$ cat src/rtl/encrypt_stream_core.sv
// -----------------------------------------------------------------------------
// encrypt_stream_core
//
// Streaming word cipher with valid/ready flow control on both sides. Each
// accepted word is rotated and XORed with one of NKEYS runtime-loadable key
// registers. The active key advances every rot_freq accepted beats.
//
//   encrypt (mode=0): out = rotl(d, sh) ^ k
//   decrypt (mode=1): out = rotr(d ^ k, sh)
//
// Two-stage pipeline: S1 snapshots the word, key, mode and shift at
// acceptance; S2 (the output register) holds the processed result.
//
// Ports:
//   clk        clock
//   rst        asynchronous active-low reset
//   mode       0 = encrypt, 1 = decrypt (sampled at acceptance)
//   shift_amt  rotate amount (sampled at acceptance)
//   rot_freq   accepted beats per key step, 0 freezes the key pointer
//   key_wr     key register write strobe
//   key_idx    key register index, out-of-range indices are ignored
//   key_wdata  key value to write
//   clr        synchronous flush of the pipeline and the key sequencing
//   in_valid / in_data / in_ready     upstream handshake
//   out_valid / out_data / out_ready  downstream handshake
//   key_ptr    index of the key the next accepted beat uses
//   beat_cnt   accepted beats since reset/clr, saturating
// -----------------------------------------------------------------------------
module encrypt_stream_core #(
    parameter int DW    = 8,
    parameter int NKEYS = 3,
    parameter int RFW   = 3,
    parameter int CW    = 16,
    localparam int SW   = $clog2(DW),
    localparam int KW   = (NKEYS > 1) ? $clog2(NKEYS) : 1
) (
    input  logic           clk,
    input  logic           rst,
    input  logic           mode,
    input  logic [SW-1:0]  shift_amt,
    input  logic [RFW-1:0] rot_freq,
    input  logic           key_wr,
    input  logic [KW-1:0]  key_idx,
    input  logic [DW-1:0]  key_wdata,
    input  logic           clr,
    input  logic           in_valid,
    input  logic [DW-1:0]  in_data,
    output logic           in_ready,
    output logic           out_valid,
    output logic [DW-1:0]  out_data,
    input  logic           out_ready,
    output logic [KW-1:0]  key_ptr,
    output logic [CW-1:0]  beat_cnt
);

    // Rotations via a doubled word: the bits shifted out of one copy are
    // refilled from the other, so a shift of 0 is a plain pass-through.
    function automatic logic [DW-1:0] rotl(input logic [DW-1:0] d, input logic [SW-1:0] sh);
        logic [2*DW-1:0] t;
        t = {d, d} << sh;
        return t[2*DW-1:DW];
    endfunction

    function automatic logic [DW-1:0] rotr(input logic [DW-1:0] d, input logic [SW-1:0] sh);
        logic [2*DW-1:0] t;
        t = {d, d} >> sh;
        return t[DW-1:0];
    endfunction

    logic [DW-1:0]  keys [NKEYS];
    logic [RFW-1:0] rot_cnt;

    logic           s1_v;
    logic [DW-1:0]  s1_data;
    logic [DW-1:0]  s1_key;
    logic           s1_mode;
    logic [SW-1:0]  s1_sh;

    logic           s2_adv;
    logic           s1_adv;
    logic           accept;
    logic [DW-1:0]  s1_result;
    logic [RFW:0]   rot_cnt_inc;
    logic           key_step;

    assign s2_adv   = !out_valid || out_ready;
    assign s1_adv   = !s1_v || s2_adv;
    // The rst term keeps in_ready low while the block is held in reset.
    assign in_ready = rst && s1_adv && !clr;
    assign accept   = in_valid && in_ready;

    assign s1_result = s1_mode ? rotr(s1_data ^ s1_key, s1_sh)
                               : (rotl(s1_data, s1_sh) ^ s1_key);

    // Using >= rather than == means a rot_freq lowered below the current
    // count steps the key on the very next accepted beat.
    assign rot_cnt_inc = {1'b0, rot_cnt} + 1'b1;
    assign key_step    = (rot_freq != '0) && (rot_cnt_inc >= {1'b0, rot_freq});

    // Key register file; clr leaves the keys untouched.
    always_ff @(posedge clk or negedge rst) begin
        if (!rst) begin
            for (int i = 0; i < NKEYS; i++) begin
                keys[i] <= '0;
            end
        end else if (key_wr && (int'(key_idx) < NKEYS)) begin
            keys[key_idx] <= key_wdata;
        end
    end

    // Pipeline stages, key sequencing and beat counter.
    always_ff @(posedge clk or negedge rst) begin
        if (!rst) begin
            s1_v      <= 1'b0;
            s1_data   <= '0;
            s1_key    <= '0;
            s1_mode   <= 1'b0;
            s1_sh     <= '0;
            out_valid <= 1'b0;
            out_data  <= '0;
            key_ptr   <= '0;
            rot_cnt   <= '0;
            beat_cnt  <= '0;
        end else if (clr) begin
            s1_v      <= 1'b0;
            out_valid <= 1'b0;
            key_ptr   <= '0;
            rot_cnt   <= '0;
            beat_cnt  <= '0;
        end else begin
            if (s2_adv) begin
                out_valid <= s1_v;
                if (s1_v) begin
                    out_data <= s1_result;
                end
            end

            if (s1_adv) begin
                s1_v <= accept;
            end

            if (accept) begin
                // The key snapshot is read before any same-cycle key write lands.
                s1_data <= in_data;
                s1_key  <= keys[key_ptr];
                s1_mode <= mode;
                s1_sh   <= shift_amt;

                if (rot_freq != '0) begin
                    if (key_step) begin
                        rot_cnt <= '0;
                        key_ptr <= (key_ptr == KW'(NKEYS - 1)) ? '0 : key_ptr + 1'b1;
                    end else begin
                        rot_cnt <= rot_cnt + 1'b1;
                    end
                end

                if (beat_cnt != '1) begin
                    beat_cnt <= beat_cnt + 1'b1;
                end
            end
        end
    end

endmodule
$ cat config.mk
export PLATFORM = sky130hd
export DESIGN_NAME = encrypt_stream_core
export DESIGN_NICKNAME = d
export VERILOG_FILES = /design/src/rtl/encrypt_stream_core.sv
export SDC_FILE = /design/constraint.sdc
export NUM_CORES = 1
export LEC_CHECK = 0
export ABC_AREA = 1
export ABC_CLOCK_PERIOD_IN_PS = 2100
export BUFFER_PORTS_ARGS = -buffer_cell sky130_fd_sc_hd__buf_2
export CORE_MARGIN = 1
export CORE_UTILIZATION = 43
export CTS_CLUSTER_DIAMETER = 80
export DETAILED_ROUTE_END_ITERATION = 12
export PLACE_DENSITY_LB_ADDON = 0.08
export SLEW_MARGIN = 10
export SYNTH_ARGS = -nofsm -noshare
export SYNTH_HDL_FRONTEND = slang
export SYNTH_SLANG_ARGS = --single-unit
$ cat constraint.sdc
create_clock -name clk -period 2.1 [get_ports clk]
set_input_delay 0.105 -clock clk [delete_from_list [all_inputs] [get_ports clk]]
set_output_delay 0.105 -clock clk [all_outputs]
set_load 0.01 [all_outputs]
==> run_results.csv, run 1 <==
group,metric,value,unit
outcome,outcome,"complete, but fails checks",
outcome,violations,"hold timing",
place,place_congestion,0.850,
clock_network,cts_tree,"built",
global_route,grt_pass1_vias,3899,
power,peakVddDrop,352,uV
final_layout,layout-drive-gt1-share,0.170,
setup_path,r2r-end,"beat_cnt[5]$_DFFE_PN0P_",
drt,drtPass1Iterations,6,
setup_path,rrSetupSlack,0.19,ns
sta,finalSetupViolations,0,
final_layout,fin_cells,815,
final_layout,nets,714,
final_layout,syn_to_final_growth,15.6,%
setup_path,cp_num_buf_inv,1,
place,place_ws,0.203,ns
drt,wire_per_inst,13.2,um
yosys,syn_nets,648,
power,pwr-share-comb,0.311,
die,die_h,104,um
global_route,grt_pass1_wl,18800,um
die,core,9910,um2
sta,rsz0062_at_grt,"no",
clock_network,clock_latency,0.36,ns
setup_path,slowest_delay,0.48,ns
final_layout,n_antenna_cell,0,
setup_path,crit_chain,"ha_1 > nand3_2 > nor2_4 > nand2_4 > nor2_8 > nand3_4 > nand2_8 > inv_2 > nand2_1 > o21ai_1",
global_route,grt_usage,0.217,
place,place_area,4840,um2
clock_network,cts.sinks,75,
power,power_frac_seq,0.430,
sta,clock.fmax,0.523,GHz
drt,drc,0,
yosys,synth_seq_area_share,0.421,
sta,worst_slew_pin_slew,0.959,ns
global_route,antenna_found_initial,0,
die,die-width,104,um
drt,vias_per_cell,5.10,
sta,skew,0.0125,ns
power,p_int,2.72,mW
place,io_buffers,58,
die,fp-row-count,36,
power,swShare,0.372,
place,hpwl,7750,um
drt,ant_nets,0,
drt,vias,4153,
clock_network,cts_buffer_depth,2,
power,leakagePower,2.65,nW
setup_path,worstPathRequired,2.34,ns
clock_network,clkSlewWorstSetupHoldPaths,0.08,ns
sta,fin_ws,0.188,ns
yosys,ys_types,29,
place,dp.cells,788,
sta,slew_viol_final,0,
setup_path,reg2regPathDepth,10,
sta,max_slew_margin,0.361,
clock_network,h-tree-depth,3,
yosys,avgSynthCellArea,7.28,um2
clock_network,cts-root-buf,"clkbuf_8",
setup_path,cpMaxStageDelayCell,"dfrtp_1",
run,drv_cap,0,
setup_path,cp-end-kind,"flip-flop",
die,initial_core_util,0.449,
setup_path,worstSetupPathType,"reg2reg",
die,pin_count,59,
yosys,ys_ff_latch,75,
yosys,syn-cell-area,4450,um2
power,pwr_density_cell,840,nW/um2
global_route,gr-total-overflow,0,
setup_path,worstReg2RegStart,"beat_cnt[0]$_DFFE_PN0P_",
setup_path,cp_max_fo,28,
setup_path,crit_arrival,2.15,ns
sta,hold-worst-slack,-0.0429,ns
sta,fin_setup_tns,0,ns
clock_network,cts_resized,0,
power,clockPowerShare,0.259,
final_layout,fillers,1057,
clock_network,cts_made_buffers,9,
drt,routed_wl,10800,um
power,p_sw,1.61,mW
final_layout,postLayoutCellArea,5150,um2
drt,dr.first_iter.drc_count,208,
final_layout,final_util,0.520,
die,fp.dieArea,10800,um2
worst_hold_path,hold_path.class,"in2async",
sta,hold_viol,26,
sta,post-route-period-util,0.910,
power,total_power,4.33,mW
yosys,synth_warnings,0,
yosys,netlist_instances,612,
setup_path,path_delay_family,"simple AND/OR/NAND/NOR gates",
global_route,grt_max_degree,76,
sta,timing.final.crit_period,1.91,ns
setup_path,startpoint_type,"flip-flop",
==> worst max path at each step <==
stage	from	end	slack [ns]	cells after the start
finish	beat_cnt[0]$_DFFE_PN0P_	beat_cnt[5]$_DFFE_PN0P_	0.19	10
floorplan	beat_cnt[0]$_DFFE_PN0P_	beat_cnt[2]$_DFFE_PN0P_	0.39	10
global route	rot_cnt[0]$_DFFE_PN0P_	rot_cnt[1]$_DFFE_PN0P_	0.01	9
global placement	beat_cnt[0]$_DFFE_PN0P_	beat_cnt[5]$_DFFE_PN0P_	0.27	10
detailed placement	beat_cnt[0]$_DFFE_PN0P_	beat_cnt[5]$_DFFE_PN0P_	0.20	10
CTS	beat_cnt[0]$_DFFE_PN0P_	beat_cnt[5]$_DFFE_PN0P_	0.19	10
==> layer usage <==
metal  share of wire  GRT usage  up-vias
li1                -          -     2131
met1            0.51      0.303     1906
met2            0.43      0.329       95
met3           0.040     0.0371       21
met4           0.029      0.100        0
met5               0          0        -
==> repair_timing <==
item                                    CTS  global route
setup buffers                             0             0
hold endpoints to repair                 12             0
endpoints found under the setup margin    0             0
hold buffers                             12             0
==> power by group through the flow <==
stage | Sequential [mW] | Combinational (mW) | Clock [mW]
after floorplan | 1.88 | 0.943 | 0
after global placement | 1.88 | 1.32 | 0
after detailed placement | 1.89 | 1.33 | 0
after CTS | 1.86 | 1.35 | 1.16
after global routing | 1.90 | 1.56 | 1.21
final | 1.86 | 1.34 | 1.12
==> sequential cells by signal, indices dropped and copies added, names as in the netlist, 2 cells and up <==
register / count
beat_cnt: 16
rot_cnt: 3
s1_sh: 3
s1_key: 8
out_data: 8
key_ptr: 2
s1_data: 8
keys: 24
==> cells in the mapped netlist, drive strengths merged <==
cell,n,area [um2]
nand4,4,25.0
nor2,20,98.8
clkinv,3,11.3
dfrtp,75,1880
a31o,3,26.3
or2,1,6.26
nor4,1,21.3
xor2,7,61.3
nor3,7,40.0
nand3,131,673
ha,5,62.6
o21ai,62,348
inv,54,203
nand2,217,873
a21boi,1,7.51
buf,9,75.1
clkbuf,12,45.0
==> worst reg2reg max path, delay by kind of cell (launching register included) <==
family	cells	cell delay, ns
AO/OA/AOI/OAI	1	0.06
adder cells (fa/ha/maj)	1	0.24
buffers and inverters	1	0.10
flip-flops	1	0.48
AND/OR/NAND/NOR	7	0.92
==> cell families after synthesis <==
| group | Yosys count | synth area share |
|---|---|---|
| flops | 75 | 0.421 |
| simple gates | 381 | 0.390 |
| fa+ha+maj | 5 | 0.0140 |
| xor+xnor | 7 | 0.0138 |
| compound gates | 66 | 0.0857 |
| buf+inv | 78 | 0.0750 |
==> layout make-up <==
type                       count  area (um2)  share of cell area
clock buffer                   9         124              0.0241
clock inverter                 6        66.3              0.0129
inverter                      57         214              0.0416
multi-input combinational    459        2240               0.436
sequential                    75        1880               0.365
tap                          133         166              0.0323
timing repair buffer          76         458              0.0889
==> cells in the final DEF, fill, tap and decap left out, types with 5 or more instances in the layout <==
master and n:
nand2_1 203, nand3_1 129, dfrtp_1 75, buf_2 57, inv_1 51, o21ai_0 50, nor2_1 18, dlygate4sd3_1 12
nand2_2 11, o21ai_2 10, clkbuf_8 9, xor2_1 7, buf_4 7, nor3_1 6, ha_1 5
Note: power is estimated with default switching activity, not from simulation.
==> inputs of run 2 (changes only) <==
--- a/config.mk
+++ b/config.mk
@@ -9,7 +9,8 @@
 export ABC_CLOCK_PERIOD_IN_PS = 2100
 export BUFFER_PORTS_ARGS = -buffer_cell sky130_fd_sc_hd__buf_2
 export CORE_MARGIN = 1
-export CORE_UTILIZATION = 43
+export CORE_UTILIZATION = 40
+export CTS_BUF_LIST = sky130_fd_sc_hd__clkbuf_2
 export CTS_CLUSTER_DIAMETER = 80
 export DETAILED_ROUTE_END_ITERATION = 12
 export PLACE_DENSITY_LB_ADDON = 0.08
==> run 2 against run 1 <==
Highest routed layer unchanged. First-iteration DRC count up 15%. Sequential share of layout area down 0.44 points. Sequential cell count stayed put. Die area up 7.3%. Sequential power about the same. The flow now finishes without violations. Clock power fell by 42%. Combinational power about the same.
==> run_results.csv, run 2 (same netlist as run 1, synthesis figures left out) <==
group,metric,value,unit
setup_path,reg2regPathDepth,10,
sta,finalSetupViolations,0,
clock_network,cts_made_buffers,9,
sta,hold_viol,0,
final_layout,reg_top3,"keys: 24 flops, beat_cnt: 16 flops",
place,io_buffers,58,
drt,dr.first_iter.drc_count,240,
drt,routed_wl,10900,um
setup_path,crit_chain,"ha_1 > nand3_2 > nor2_4 > nand2_4 > nor2_8 > nand3_4 > nand2_8 > inv_2 > nand2_1 > o21ai_1",
sta,skew,0.0248,ns
sta,fin_ws,0.171,ns
setup_path,crit_start,"beat_cnt[0]$_DFFE_PN0P_",
setup_path,r2r-end,"beat_cnt[5]$_DFFE_PN0P_",
setup_path,cp.depth,10,
final_layout,final_cell_mix,"203 x nand2_1, 129 x nand3_1, 75 x dfrtp_1, 57 x buf_2, 51 x inv_1",
global_route,grt_pass1_vias,3977,
drt,vias_per_cell,5.01,
sta,slew_viol_final,0,
outcome,outcome,"finished, final reports clean",
sta,worst_slew_pin_slew,0.958,ns
setup_path,worstReg2RegStart,"beat_cnt[0]$_DFFE_PN0P_",
setup_path,cp_num_buf_inv,1,
worst_hold_path,hold_path.class,"in2reg",
final_layout,largest_reg_flops,24,
power,peakVddDrop,342,uV
die,fp-row-count,38,
sta,timing.final.crit_period,1.93,ns
global_route,grt_max_degree,76,
clock_network,h-tree-depth,3,
drt,wire_per_inst,13.0,um
die,die_h,108,um
clock_network,cts_hold_buffers,28,
sta,max_slew_margin,0.361,
worst_hold_path,min_from,"key_wr",
sta,clock.fmax,0.518,GHz
drt,drtPass1Iterations,4,
power,leakagePower,2.68,nW
setup_path,worstSetupPathType,"reg2reg",
setup_path,startpoint_type,"flip-flop",
final_layout,nets,731,
power,pwr_density_cell,745,nW/um2
drt,drc,0,
die,initial_core_util,0.411,
setup_path,crit_arrival,2.39,ns
global_route,grt_pass1_wl,19100,um
final_layout,n_antenna_cell,0,
global_route,gr-total-overflow,0,
setup_path,cp_max_fo,28,
setup_path,cp-endpoint,"beat_cnt[5]$_DFFE_PN0P_",
final_layout,final_common_cell,"nand2_1",
clock_network,cts-root-buf,"clkbuf_2",
clock_network,clkSlewWorstSetupHoldPaths,0.20,ns
sta,post-route-period-util,0.919,
run,drv_cap,0,
setup_path,cp-end-kind,"flip-flop",
final_layout,layout-drive-gt1-share,0.166,
die,fp.dieArea,11600,um2
setup_path,path_delay_family,"simple AND/OR/NAND/NOR gates",
setup_path,cpMaxStageDelayCell,"dfrtp_1",
global_route,grt_usage,0.212,
sta,rsz0062_at_grt,"no",
setup_path,slowest_delay,0.51,ns
clock_network,cts_resized,0,
clock_network,post_cts_buffers,0,
global_route,antenna_found_initial,0,
setup_path,worstPathRequired,2.56,ns
final_layout,largest-register,"keys",
final_layout,syn_to_final_growth,17.0,%
die,core,10800,um2
die,pin_count,59,
place,hpwl,7960,um
drt,vias,4205,
clock_network,cts_buffer_depth,2,
sta,fin_setup_tns,0,ns
place,place_ws,0.203,ns
place,place_congestion,0.846,
clock_network,cts.sinks,75,
clock_network,cts_tree,"built",
clock_network,clock_latency,0.54,ns
drt,ant_nets,0,
die,die-width,108,um
setup_path,rrSetupSlack,0.17,ns
run 2: changes by cell type in the layout (fill, tap and decap cells not counted), sizes merged:
cell | previous run | this run
clkinvlp | 0 | 1
inv | 55 | 54
buf | 64 | 65
bufinv | 1 | 0
dlygate4sd3 | 12 | 28
clkbuf | 9 | 12
clkinv | 7 | 5
run 2: worst min-delay path by stage:
stage                                   end  slack, ns  cells past startpoint
detailed placement      s1_mode$_DFFE_PN0P_       0.32                      3
floorplan           beat_cnt[0]$_DFFE_PN0P_      -0.19                      0
global placement     s1_data[6]$_DFFE_PN0P_       0.32                      3
CTS                    keys[22]$_DFFE_PN0P_       0.17                      3
global route            keys[6]$_DFFE_PN0P_       0.21                      3
finish                 keys[22]$_DFFE_PN0P_       0.20                      3
run 2: stage by stage:
step / cell area, um2 / utilization / hold WS, ns / std cells / power [mW]
after floorplan: 4450 / - / -0.191 / 612 / 2.82
final: 5210 / 0.481 / 0.200 / 839 / 3.88
after global placement: 4850 / 0.448 / 0.316 / 796 / 3.21
after detailed placement: 4850 / 0.448 / 0.317 / 796 / 3.23
after global routing: 5210 / 0.481 / 0.212 / 839 / 4.25
after CTS: 5210 / 0.481 / 0.166 / 839 / 3.94
run 2: worst reg2reg max path, cell delays in order (launching register included):
cell and delay (ns):
dfrtp_1 0.51, ha_1 0.24, nand3_2 0.12, nor2_4 0.18, nand2_4 0.10, nor2_8 0.13
nand3_4 0.11, nand2_8 0.23, inv_2 0.11, nand2_1 0.06, o21ai_1 0.06
run 2: report_power, final:
group / switching [mW] / total (mW) / internal [mW] / leakage [nW]
combinational: 0.866 / 1.37 / 0.509 / 1.66
clock: 0.493 / 0.651 / 0.158 / 0.0555
sequential: 0.177 / 1.86 / 1.68 / 0.968
run 2: layout make-up:
class                   count  area, um2
clock buffers              12       60.1
clock inverters             3       16.3
fillers                  1137       5630
inverters                  57        214
multi-input cells         459       2240
flip-flops and latches     75       1880
well taps                 140        175
repair buffers             93        626
run 2: layer usage:
| layer | vias to the layer above | global-route usage | share of wire |
|---|---|---|---|
| li1 | 2167 | - | - |
| met1 | 1932 | 0.295 | 0.51 |
| met2 | 92 | 0.325 | 0.43 |
| met3 | 14 | 0.0460 | 0.041 |
| met4 | 0 | 0.0724 | 0.019 |
| met5 | - | 0 | 0 |
